$ cat config.mk
export PLATFORM = sky130hd
export DESIGN_NAME = biu_ahb3lite_bridge
export DESIGN_NICKNAME = d
export VERILOG_FILES = /design/src/rtl/biu_ahb3lite_bridge.sv
export SDC_FILE = /design/constraint.sdc
export NUM_CORES = 1
export LEC_CHECK = 0
export CELL_PAD_IN_SITES_DETAIL_PLACEMENT = 0
export CELL_PAD_IN_SITES_GLOBAL_PLACEMENT = 1
export CORE_AREA = 2 2 101 103
export CTS_BUF_LIST = sky130_fd_sc_hd__clkbuf_16
export DETAILED_ROUTE_END_ITERATION = 7
export DIE_AREA = 0 0 103 105
export DONT_BUFFER_PORTS = 1
export PLACE_DENSITY = 0.58
export SLEW_MARGIN = 20
export SYNTH_ARGS = -nofsm -noshare
export SYNTH_HDL_FRONTEND = slang
export SYNTH_SLANG_ARGS = --single-unit
$ cat constraint.sdc
create_clock -name clk_i -period 1.5 [get_ports clk_i]
set_input_delay 0.3 -clock clk_i [delete_from_list [all_inputs] [get_ports clk_i]]
set_output_delay 0.3 -clock clk_i [all_outputs]
set_load 0.02 [all_outputs]
$ cat src/rtl/biu_ahb3lite_bridge.sv
// BIU request/ack to AHB3-Lite master bridge: one address phase pipelined over one data phase.
// Handles the two-cycle AHB ERROR response by blocking issue until the error completes.
module biu_ahb3lite_bridge #(
  parameter int XLEN = 32,
  parameter int ALEN = XLEN
) (
  input  logic            clk_i,
  input  logic            rst_ni,
  input  logic            biu_stb_i,
  output logic            biu_stb_ack_o,
  output logic            biu_d_ack_o,
  input  logic [ALEN-1:0] biu_adri_i,
  output logic [ALEN-1:0] biu_adro_o,
  input  logic [2:0]      biu_size_i,
  input  logic [2:0]      biu_type_i,
  input  logic            biu_lock_i,
  input  logic            biu_we_i,
  input  logic [3:0]      biu_prot_i,
  input  logic [XLEN-1:0] biu_d_i,
  output logic [XLEN-1:0] biu_q_o,
  output logic            biu_ack_o,
  output logic            biu_err_o,
  output logic            HSEL,
  output logic [ALEN-1:0] HADDR,
  output logic [XLEN-1:0] HWDATA,
  input  logic [XLEN-1:0] HRDATA,
  output logic            HWRITE,
  output logic [2:0]      HSIZE,
  output logic [2:0]      HBURST,
  output logic [3:0]      HPROT,
  output logic [1:0]      HTRANS,
  output logic            HMASTLOCK,
  input  logic            HREADY,
  input  logic            HRESP
);

  localparam logic [1:0] HTRANS_IDLE   = 2'b00;
  localparam logic [1:0] HTRANS_NONSEQ = 2'b10;

  logic            r_dval;
  logic            r_dwe;
  logic [XLEN-1:0] r_dwdata;
  logic [ALEN-1:0] r_dadr;
  logic            r_errc;

  logic w_err_first;
  logic w_issue;

  assign w_err_first = HRESP & ~HREADY;
  // Gated by rst_ni so nothing is issued while reset is held.
  assign w_issue     = rst_ni & biu_stb_i & HREADY & ~w_err_first & ~r_errc;

  assign biu_stb_ack_o = w_issue;
  assign HTRANS        = w_issue ? HTRANS_NONSEQ : HTRANS_IDLE;
  assign HSEL          = w_issue;
  assign HMASTLOCK     = w_issue & biu_lock_i;
  assign HADDR         = biu_adri_i;
  assign HWRITE        = biu_we_i;
  assign HSIZE         = biu_size_i;
  // Bursts are not sequenced; every request goes out as SINGLE.
  assign HBURST        = biu_type_i & 3'b000;
  // prot bits: [0]=instruction, [1]=privileged, [2]=bufferable, [3]=cacheable
  assign HPROT         = {biu_prot_i[3], biu_prot_i[2], biu_prot_i[1], ~biu_prot_i[0]};

  assign HWDATA      = r_dwdata;
  assign biu_adro_o  = r_dadr;
  assign biu_q_o     = HRDATA;
  assign biu_ack_o   = r_dval & HREADY & ~HRESP;
  assign biu_err_o   = r_dval & HREADY & HRESP;
  assign biu_d_ack_o = r_dval & HREADY & ~HRESP & r_dwe;

  always_ff @(posedge clk_i or negedge rst_ni) begin
    if (!rst_ni) begin
      r_dval   <= 1'b0;
      r_dwe    <= 1'b0;
      r_dwdata <= '0;
      r_dadr   <= '0;
      r_errc   <= 1'b0;
    end else begin
      if (HREADY) begin
        r_dval <= w_issue;
      end
      if (w_issue) begin
        r_dwe    <= biu_we_i;
        r_dwdata <= biu_d_i;
        r_dadr   <= biu_adri_i;
      end
      if (r_dval && w_err_first) begin
        r_errc <= 1'b1;
      end else if (HREADY) begin
        r_errc <= 1'b0;
      end
    end
  end

endmodule

After elaboration in Yosys (flattened, before gate mapping)
Index checks and enable logic that the tools add are counted.
Storage, ports and cells
  register bits after elaboration: 67
  output and inout port bits: 147
  logic and storage cells: 25
Operators by class
  multiplexer cells: 3
  bitwise logic cells: 15
  reductions and logical operators: 2
Operator list (count)
  AND 1 bit: 10
  NOT 1 bit: 5
  two-way mux 1 bit: 2
  two-way mux 2 bit: 1
  nonzero test 2 bit: 1
  logical AND 1 bit: 1

Longest topological paths before layout
Gate-level depths: netlist (run 1).
  depth in word-level cells: 6
  depth in mapped cells: 5

Least setup slack after synthesis (run 1)
Ideal clock, no wire load.
  path type: register -> output
  from: register r_errc
  to: output port HMASTLOCK
  data arrival time: 1.259 ns
  data required time: 1.200 ns
  path slack: -0.059 ns
  cell stages (with the launch flop): 6
  cells stage by stage: dfrtp_1 > and4b_1 > buf_6 > buf_6 > buf_8 > and2_1
On the way
  longest elaborated chain between the ends: 3
RTL lines
  from (decl): line 44  | logic r_errc;
  from (signal assigned): line 78  | r_errc <= 1'b0;
  from (signal assigned): line 89  | r_errc <= 1'b1;
  from (signal assigned): line 91  | r_errc <= 1'b0;
  NOT 1 bit: line 51  | assign w_issue = rst_ni & biu_stb_i & HREADY & ~w_err_first & ~r_errc;
  AND 1 bit: line 51
  net HSEL: line 23  | output logic HSEL,
  AND 1 bit: line 56  | assign HMASTLOCK = w_issue & biu_lock_i;
  to (decl): line 32  | output logic HMASTLOCK,
The timed path passes the listed nets, and every way through them passes these cells.

Final worst setup path (run 1)
  from: register r_errc
  to: register r_dadr[16], in the netlist biu_adro_o[16]
On the way
  longest elaborated chain between the ends: 2
RTL lines
  NOT 1 bit: line 51
  AND 1 bit: line 51
  to (signal assigned): line 86  | r_dadr <= biu_adri_i;
  to (decl): line 43  | logic [ALEN-1:0] r_dadr;
Every way passes these cells.
A chain may end at the register's enable or synchronous reset.

==> run summary, run 1 <==
Run status - finished with violations
Failing checks - negative hold slack, negative setup slack
Post-layout util - 34.4%
Cell count after synthesis - 229
Worst r2r dst - biu_adro_o[16]
Root buffer cell - clkbuf_16
Skew final - 0.00417 ns
Final Hold Viols - 67
Yosys cell types - 17
Top achievable clock speed - 0.623 GHz
Share of cells above drive strength 1 - 54.0%
TritonRoute pass-1 iters - 4
ANT nets after route - 0
Final setup viols - 69
Final Power - 5.71 mW
Min-Delay Path Class - in -> async
Layout Cells excl Fill - 309
Die ar. - 10800 µm²
Netlist area before placement - 3200 µm²
H-tree depth - 3
Maximum Capacitance Violations - 0
Clk Latency, worst-skew pair - 0.32 ns
Sw Share - 28.6%
Final min period - 1.61 ns
Max Root-Sink Buffers - 2
Sequential share of the synthesized area - 52.3%
Number of diodes - 0
Seq pwr share - 50.9%
Drc violations - 0
Yosys Warn Count - 0
Placed cell count - 286
Setup TNS Final - -3.99 ns
Layout Nets - 284
Die height - 105 µm
CTS tree - done
Worst setup margin - -0.106 ns
Reg2reg path depth - 5
Reg2Reg Setup Slack - -0.11 ns
#FFs+latches synth - 67
Syn_area_per_cell - 14.0 µm²
Critical Path Start Type - flop
RR Startpoint - r_errc
Routed wire per std cell - 18.7 µm
Vias per cell - 4.54
Clk sinks - 67
Port Buffer Count - 0
Sw Pwr - 1.63 mW
PD cells - 1720 nW/µm²
Largest net degree at the start of global routing - 69
Crit-path max FO - 17
Placer Congestion - 0.656
Row count - 36
Initial antenna violation count - 0
First-pass GRT wire length - 7.94 mm
Pint - 4.08 mW
IO Pins - 260
Total CTS buffers - 9
Post-DP HPWL - 3.51 mm
Routed WL - 5.77 mm
Worst setup EP type - flop
Slew Limit Fails - 0
Peak supply drop - 534 µV
Area growth, synth to finish - 3.55%
WP data arrival - 1.81 ns
Total GRT Usage - 9.82%
RSZ-0062 raised after global routing - true
Comb pwr share - 10.9%
Die Width - 103 µm
Clock power frac - 38.1%
Setup Crit Path Kind - reg -> reg
Worst-path clk slew - 0.06 ns
Pleak - 1.48 nW
Initial Util - 33.2%
WP data required - 1.70 ns
Grt ovf - 0
Core Region - 9640 µm²
Initial DRC count - 32
Routed vias - 1403
Vias in the first global route - 1500
Final worst path period share - 107%
WHS - -0.326 ns
-- power groups by stage --
stage / clock network [mW] / registers [mW] / logic, mW
final: 2.18 / 2.91 / 0.624
after global routing: 2.36 / 2.97 / 0.670
after CTS: 2.27 / 2.91 / 0.525
after detailed placement: 0 / 2.94 / 0.513
after global placement: 0 / 2.94 / 0.492
after floorplan: 0 / 2.86 / 0.757
-- synth_stat cells (all sizes together) --
master  instances  share of area (%)
dfrtp          67                 52
a21o            1               0.23
mux2           65                 25
and3            1               0.20
a21oi           1               0.16
conb            1               0.12
and2            1               0.20
and4b           1               0.31
nor3b           1               0.23
nand2           1               0.12
inv             2               0.23
nor2            2               0.23
buf            85                 21
-- area by class of cell --
type                       instances  area (µm²)
clock inverter                     7        83.8
timing repair buffer              13         196
tap                              133         166
fill                             941        6320
sequential                        67        1680
multi-input combinational         78         961
clock buffer                       9         225
inverter                           2        7.51
-- logic make-up (layout without fill, tap and decap cells) --
| kind of cell | count (synthesis) | after routing | synth area share [%] |
|---|---|---|---|
| AO/OA/AOI/OAI | 2 | 2 | 0.391 |
| AND/OR/NAND/NOR | 7 | 7 | 1.29 |
| flip-flops | 67 | 67 | 52.3 |
| multiplexers | 65 | 65 | 24.8 |
| other | 1 | 4 | 0.117 |
| buffers and inverters | 87 | 31 | 21.0 |
-- worst max path at each step --
stage                 from             end  slack (ns)  cells after the start
global placement    r_errc   biu_stb_ack_o       0.003                      3
global route        r_errc       HMASTLOCK       -0.17                      3
CTS                 r_errc       HMASTLOCK       -0.12                      3
floorplan           r_errc       HMASTLOCK       0.002                      5
detailed placement  r_errc   biu_stb_ack_o        0.01                      3
finish              r_errc  biu_adro_o[16]       -0.11                      5
-- state kept, by name (all words and copies together), names as in the netlist --
register    count
HWDATA         32
r_errc          1
r_dwe           1
biu_adro_o     32
r_dval          1
-- critical path: stages (launching register included) --
cell and delay (ns):
dfrtp_1 0.37, and4b_4 0.35, buf_4 0.12, buf_12 0.13
buf_16 0.17, mux2_2 0.34
-- per-stage QoR --
stage	cell area, µm²	worst slack, ns
2_1_floorplan	3220	0.00241
3_3_place_gp	2790	0.00298
3_5_place_dp	2790	0.0150
4_1_cts	3150	-0.122
5_1_grt	3320	-0.172
6_report	3320	-0.106
-- placed cells by master (no fill, tap or decap), types with 2 or more instances in the layout --
master / netlist / final
nor2_1: 2 / 2
bufinv_16: 0 / 2
mux2_2: 48 / 26
inv_1: 2 / 3
buf_4: 81 / 6
dfrtp_1: 67 / 67
buf_12: 1 / 3
conb_1: 1 / 4
clkinv_1: 0 / 2
clkbuf_16: 0 / 10
mux2_4: 17 / 39
buf_16: 0 / 2
-- per-layer routing --
metal	share of wire (%)	vias to the layer above	global-route usage (%)
met5	0	-	0
met2	48	134	15.4
met1	38	681	10.3
met4	2.5	0	5.45
li1	-	564	-
met3	11	24	5.42
-- what timing repair did --
| action | 4_1_cts | 5_1_grt |
|---|---|---|
| endpoints found under the hold margin | 67 | 67 |
| cloned | 1 | 2 |
| setup endpoints to repair | 4 | 69 |
| pin swaps | 1 | 0 |
| setup buffers | 2 | 2 |
| resized for setup | 2 | 30 |
Power figures use the tool's default switching activity.
==> run 2, diff against run 1 <==
--- a/config.mk
+++ b/config.mk
@@ -7,12 +7,13 @@
 export LEC_CHECK = 0
 export CELL_PAD_IN_SITES_DETAIL_PLACEMENT = 0
 export CELL_PAD_IN_SITES_GLOBAL_PLACEMENT = 1
-export CORE_AREA = 2 2 101 103
+export CORE_AREA = 4 4 98 100
 export CTS_BUF_LIST = sky130_fd_sc_hd__clkbuf_16
+export CTS_CLUSTER_SIZE = 40
 export DETAILED_ROUTE_END_ITERATION = 7
-export DIE_AREA = 0 0 103 105
+export DIE_AREA = 0 0 102 104
 export DONT_BUFFER_PORTS = 1
-export PLACE_DENSITY = 0.58
+export PLACE_DENSITY = 0.64
 export SLEW_MARGIN = 20
 export SYNTH_ARGS = -nofsm -noshare
 export SYNTH_HDL_FRONTEND = slang
==> run 2 against run 1 <==
The run still ends with negative hold slack, negative setup slack left. Sequential power about the same. Clock skew decreased by 0.00054 ns. Clock power increased by 7%. Clock-buffer cell count unchanged. First-iteration DRC count decreased by 44%. Worst hold slack improved by 0.00055 ns. Core utilization increased by 2.6 points. Sequential cell count unchanged. Global-route usage increased by 0.64 points. Fmax decreased by 2.2%.
==> run summary, run 2 (synthesis results as in run 1) <==
Initial Util - 36.9% (+3.7 points)
Grt ovf - 0 (unchanged)
Final min period - 1.64 ns (+0.0368 ns)
Placed cell count - 259 (-9.4%)
Die ar. - 10600 µm² (-1.9%)
Run status - finished with violations
Peak supply drop - 513 µV (-3.9%)
Worst setup margin - -0.143 ns (-0.0368 ns)
Worst setup EP type - primary output
Largest net degree at the start of global routing - 69 (unchanged)
Pleak - 1.41 nW (-4.4%)
IO Pins - 260 (unchanged)
Most frequent cells in the layout - 67 x dfrtp_1, 46 x mux2_2, 19 x mux2_4, 11 x clkbuf_16, 5 x buf_4
RSZ-0062 raised after global routing - true
Area growth, synth to finish - 0.273%
Multi-input logic area - 883 µm² (-8.1%)
Share of cells above drive strength 1 - 53.1% (-0.83 points)
Final setup viols - 40 (-42%)
Worst-path clk slew - 0.05 ns (about the same)
Storage element area - 1680 µm² (unchanged)
Post-layout util - 37.0% (+2.6 points)
Initial antenna violation count - 0 (unchanged)
Final Hold Viols - 67 (unchanged)
Routed WL - 5.79 mm (+0.26%)
H-tree depth - 3 (unchanged)
First-pass GRT wire length - 8.36 mm (+5.4%)
Crit-path max FO - 3 (-14)
Layout Cells excl Fill - 283 (-8.4%)
Critical Path Start Type - flop
Clk Latency, worst-skew pair - 0.32 ns (about the same)
Top achievable clock speed - 0.609 GHz (-2.2%)
Die Width - 102 µm (-0.97%)
Slew Limit Fails - 0 (unchanged)
Pre-CTS setup slack - 0.00843 ns (-0.00654 ns)
Commonest non-fill, non-tap cell in the layout - dfrtp_1
TritonRoute pass-1 iters - 2 (-2)
Placer Congestion - 0.624 (-4.9%)
Max Root-Sink Buffers - 2 (unchanged)
CTS tree - done
WHS - -0.325 ns (+0.000546 ns)
Skew final - 0.00363 ns (-0.000544 ns)
ANT nets after route - 0 (unchanged)
Area post-placement - 2750 µm² (-1.7%)
Row count - 34 (-5.6%)
Min-Delay Path Class - in -> async
Initial DRC count - 18 (-44%)
Total CTS buffers - 9 (unchanged)
WP data arrival - 1.34 ns (-0.47 ns)
Routed wire per std cell - 20.4 µm (+9.5%)
Post-DP HPWL - 3.84 mm (+9.5%)
Fillers - 824 (-12%)
Total GRT Usage - 10.5% (+0.64 points)
Clk sinks - 67 (unchanged)
Root buffer cell - clkbuf_16
Drc violations - 0 (unchanged)
Core Region - 8680 µm² (-10%)
Maximum Capacitance Violations - 0 (unchanged)
Port Buffer Count - 0 (unchanged)
Vias per cell - 4.95 (+9.0%)
Setup TNS Final - -2.94 ns (+1.06 ns)
Number of diodes - 0 (unchanged)
Die height - 104 µm (-0.95%)
PD cells - 1800 nW/µm² (+4.7%)
Setup Crit Path Kind - reg -> out
Routed vias - 1400 (-0.21%)
Final worst path period share - 110% (+2.5 points)
WP data required - 1.20 ns (-0.50 ns)
Vias in the first global route - 1536 (+2.4%)
Area of all placed cells without fillers - 3210 µm² (-3.2%)
Failing checks - negative hold slack, negative setup slack
Layout Nets - 283 (-0.35%)
run 2: layout make-up:
class                           instances  area share (%)
Clock buffer                            9            7.01
Clock inverter                          7            3.31
Inverter                                2           0.234
Multi-Input combinational cell         78            27.5
Sequential cell                        67            52.2
Tap cell                              108            4.21
Timing Repair Buffer                   12            5.53
run 2: per-layer routing:
metal / share of wire (%) / global-route usage [%] / vias up
li1: - / - / 561
met1: 36 / 10.8 / 687
met2: 49 / 16.5 / 123
met3: 12 / 5.77 / 29
met4: 3.0 / 6.00 / 0
met5: 0 / 0 / -
run 2: worst max-delay path, stage by stage (launching register included):
cell     delay, ns
dfrtp_1       0.37
and4b_4       0.37
buf_12        0.11
and2_4        0.16
run 2: final timing paths:
| kind | startpoint | end | slack [ns] | cells past startpoint |
|---|---|---|---|---|
| max | r_errc | HMASTLOCK | -0.14 | 3 |
| min | rst_ni | HWDATA[8] | -0.33 | 0 |
| max reg2reg | r_errc | biu_adro_o[19] | -0.10 | 5 |
| min reg2reg | r_dwe | r_dwe | 0.50 | 1 |
| max in group asynchronous | rst_ni | biu_adro_o[13] | 1.73 | 0 |
| min in group clk_i | HREADY | r_errc | 0.04 | 1 |
run 2: per-stage QoR:
step / hold slack [ns] / power, mW
6_report: -0.325 / 5.79
5_1_grt: -0.356 / 6.08
4_1_cts: -0.343 / 5.87
3_5_place_dp: 0.00636 / 3.46
3_3_place_gp: 0.00651 / 3.44
2_1_floorplan: 0.00441 / 3.62
run 2: what timing repair did:
action	CTS	global route
setup endpoints to repair	7	56
setup buffers	3	2
resized for setup	2	4
endpoints found under the hold margin	67	67
cloned	1	2
pin swaps	1	0
run 2: power breakdown:
part           switching (mW)  internal (mW)
Clock                   0.733           1.60
Combinational           0.153          0.390
Sequential              0.723           2.19
==> run 3, diff against run 2 <==
--- a/config.mk
+++ b/config.mk
@@ -5,6 +5,7 @@
 export SDC_FILE = /design/constraint.sdc
 export NUM_CORES = 1
 export LEC_CHECK = 0
+export ABC_CLOCK_PERIOD_IN_PS = 1500
 export CELL_PAD_IN_SITES_DETAIL_PLACEMENT = 0
 export CELL_PAD_IN_SITES_GLOBAL_PLACEMENT = 1
 export CORE_AREA = 4 4 98 100
@@ -13,7 +14,7 @@
 export DETAILED_ROUTE_END_ITERATION = 7
 export DIE_AREA = 0 0 102 104
 export DONT_BUFFER_PORTS = 1
-export PLACE_DENSITY = 0.64
+export PLACE_DENSITY_LB_ADDON = 0.1
 export SLEW_MARGIN = 20
 export SYNTH_ARGS = -nofsm -noshare
 export SYNTH_HDL_FRONTEND = slang
==> run 3 against run 2 <==
The run still ends with negative hold slack, negative setup slack left. Combinational power increased by 9.9%. Register-to-register slack worse by 0.04 ns. Cell count rose by 2.5%. Fmax is 1.2% lower. Die area unchanged. Critical path depth stayed put. Power down 8.7%. Worst setup slack got worse by 0.020 ns. First-iteration DRC count rose by 28%. Clock-buffer cell count did not move. Wire length up 12%. Critical path type unchanged. Final area rose by 3.4%.
==> run summary, run 3 (synthesis results as in run 1) <==
Run status - finished with violations
Failing checks - negative hold slack, negative setup slack
Critical Path Start Type - flop
Routed WL - 6.48 mm (+12%)
Port Buffer Count - 0 (unchanged)
Worst setup EP type - primary output
WP data arrival - 1.36 ns (+0.02 ns)
Die ar. - 10600 µm² (unchanged)
Die Width - 102 µm (unchanged)
Reg2reg path depth - 5 (unchanged)
Initial DRC count - 23 (+5)
Initial antenna violation count - 1 (+1)
Most frequent cells in the layout - 67 x dfrtp_1, 48 x mux2_2, 17 x mux2_4, 15 x clkbuf_16, 6 x buf_4
TritonRoute pass-1 iters - 2 (unchanged)
Die height - 104 µm (unchanged)
Placer Congestion - 0.633 (+1.4%)
Post-DP HPWL - 4.00 mm (+4.2%)
Share of cells above drive strength 1 - 56.4% (+3.2 points)
H-tree depth - 3 (unchanged)
Final min period - 1.66 ns (+0.0203 ns)
First-pass GRT wire length - 8.61 mm (+3.0%)
Top achievable clock speed - 0.601 GHz (-1.2%)
Final setup viols - 66 (+65%)
WHS - -0.323 ns (+0.00238 ns)
Root buffer cell - clkbuf_16
Slew Limit Fails - 0 (unchanged)
Routed vias - 1456 (+4.0%)
Clk Latency, worst-skew pair - 0.32 ns (about the same)
Core Region - 8680 µm² (unchanged)
IO Pins - 260 (unchanged)
Largest stage delay, worst path - 0.37 ns (about the same)
Skew final - 0.00747 ns (+0.00384 ns)
Layout Nets - 292 (+3.2%)
Layout Cells excl Fill - 290 (+2.5%)
Setup Crit Path Kind - reg -> out
Drc violations - 0 (unchanged)
Area growth, synth to finish - 3.63%
Placed cell count - 260 (+0.39%)
Row count - 34 (unchanged)
Worst-path clk slew - 0.05 ns (about the same)
Commonest non-fill, non-tap cell in the layout - dfrtp_1
Reg2Reg Setup Slack - -0.14 ns (-0.04 ns)
Peak supply drop - 823 µV (+61%)
PD cells - 1590 nW/µm² (-12%)
Crit-path max FO - 5 (+2)
Largest net degree at the start of global routing - 69 (unchanged)
Final worst path period share - 111% (+1.4 points)
Initial Util - 36.9% (unchanged)
Crit-path cells - and4b_4, buf_12, and2_4
CTS tree - done
Min-Delay Path Class - in -> async
ANT nets after route - 0 (unchanged)
Clk sinks - 67 (unchanged)
Total CTS buffers - 9 (unchanged)
CP max stage cell - dfrtp_1
Routed wire per std cell - 22.4 µm (+9.4%)
Post-layout util - 38.2% (+1.2 points)
Final Power - 5.29 mW (-8.7%)
Max Root-Sink Buffers - 2 (unchanged)
Final Hold Viols - 67 (unchanged)
Grt ovf - 0 (unchanged)
WP data required - 1.20 ns (about the same)
Vias per cell - 5.02 (+1.5%)
Worst setup margin - -0.163 ns (-0.0203 ns)
Total GRT Usage - 10.6% (+0.16 points)
Maximum Capacitance Violations - 0 (unchanged)
RSZ-0062 raised after global routing - true
Vias in the first global route - 1600 (+4.2%)
Pleak - 1.45 nW (+2.9%)
[run 3: stage by stage]
stage | cell area, µm² | hold slack [ns] | TNS [ns] | setup WS, ns
detailed placement | 2770 | 0.00623 | 0 | 0.0166
floorplan | 3220 | 0.00441 | 0 | 0.00241
global placement | 2770 | 0.00628 | 0 | 0.0462
global route | 3320 | -0.343 | -10.93 | -0.208
finish | 3320 | -0.323 | -7.36 | -0.163
CTS | 3100 | -0.345 | -4.12 | -0.167
[run 3: layer usage]
layer,GRT usage [%],share of wire [%]
met5,0,0
met4,5.25,1.9
met3,6.30,13
met2,16.7,49
met1,11.1,36
[run 3: where the power goes]
group	leakage, nW	switching, mW	internal (mW)
Sequential	0.797	0.732	2.19
Clock	0.120	0.694	1.08
Combinational	0.534	0.172	0.425
[run 3: final timing paths]
path	start	endpoint
worst min register to register	r_dwe	r_dwe
min in group clk_i	HREADY	r_errc
worst max register to register	r_errc	HWDATA[27]
worst max-delay path	r_errc	HMASTLOCK
worst min-delay path	rst_ni	HWDATA[12]
max in group asynchronous	rst_ni	HWDATA[1]
[run 3: critical path, delay by kind of cell (launching register included)]
family	cells	cell delay, ns
buffers and inverters	1	0.14
flip-flops	1	0.37
AND/OR/NAND/NOR	2	0.53
[run 3: final cells by class]
cell class | count | area [µm²]
antenna | 1 | 2.50
multi-input combinational | 78 | 878
timing repair buffer | 21 | 373
inverter | 2 | 7.51
tap | 108 | 135
clock buffer | 9 | 225
sequential | 67 | 1680
clock inverter | 4 | 21.3
fill | 825 | 5360
[run 3: timing repair]
item / 4_1_cts / 5_1_grt
pin swaps: 1 / 1
gates resized for setup: 2 / 7
buffers inserted: 3 / 4
cloned: 2 / 7
endpoints found under the setup margin: 6 / 69
hold endpoints to repair: 67 / 67
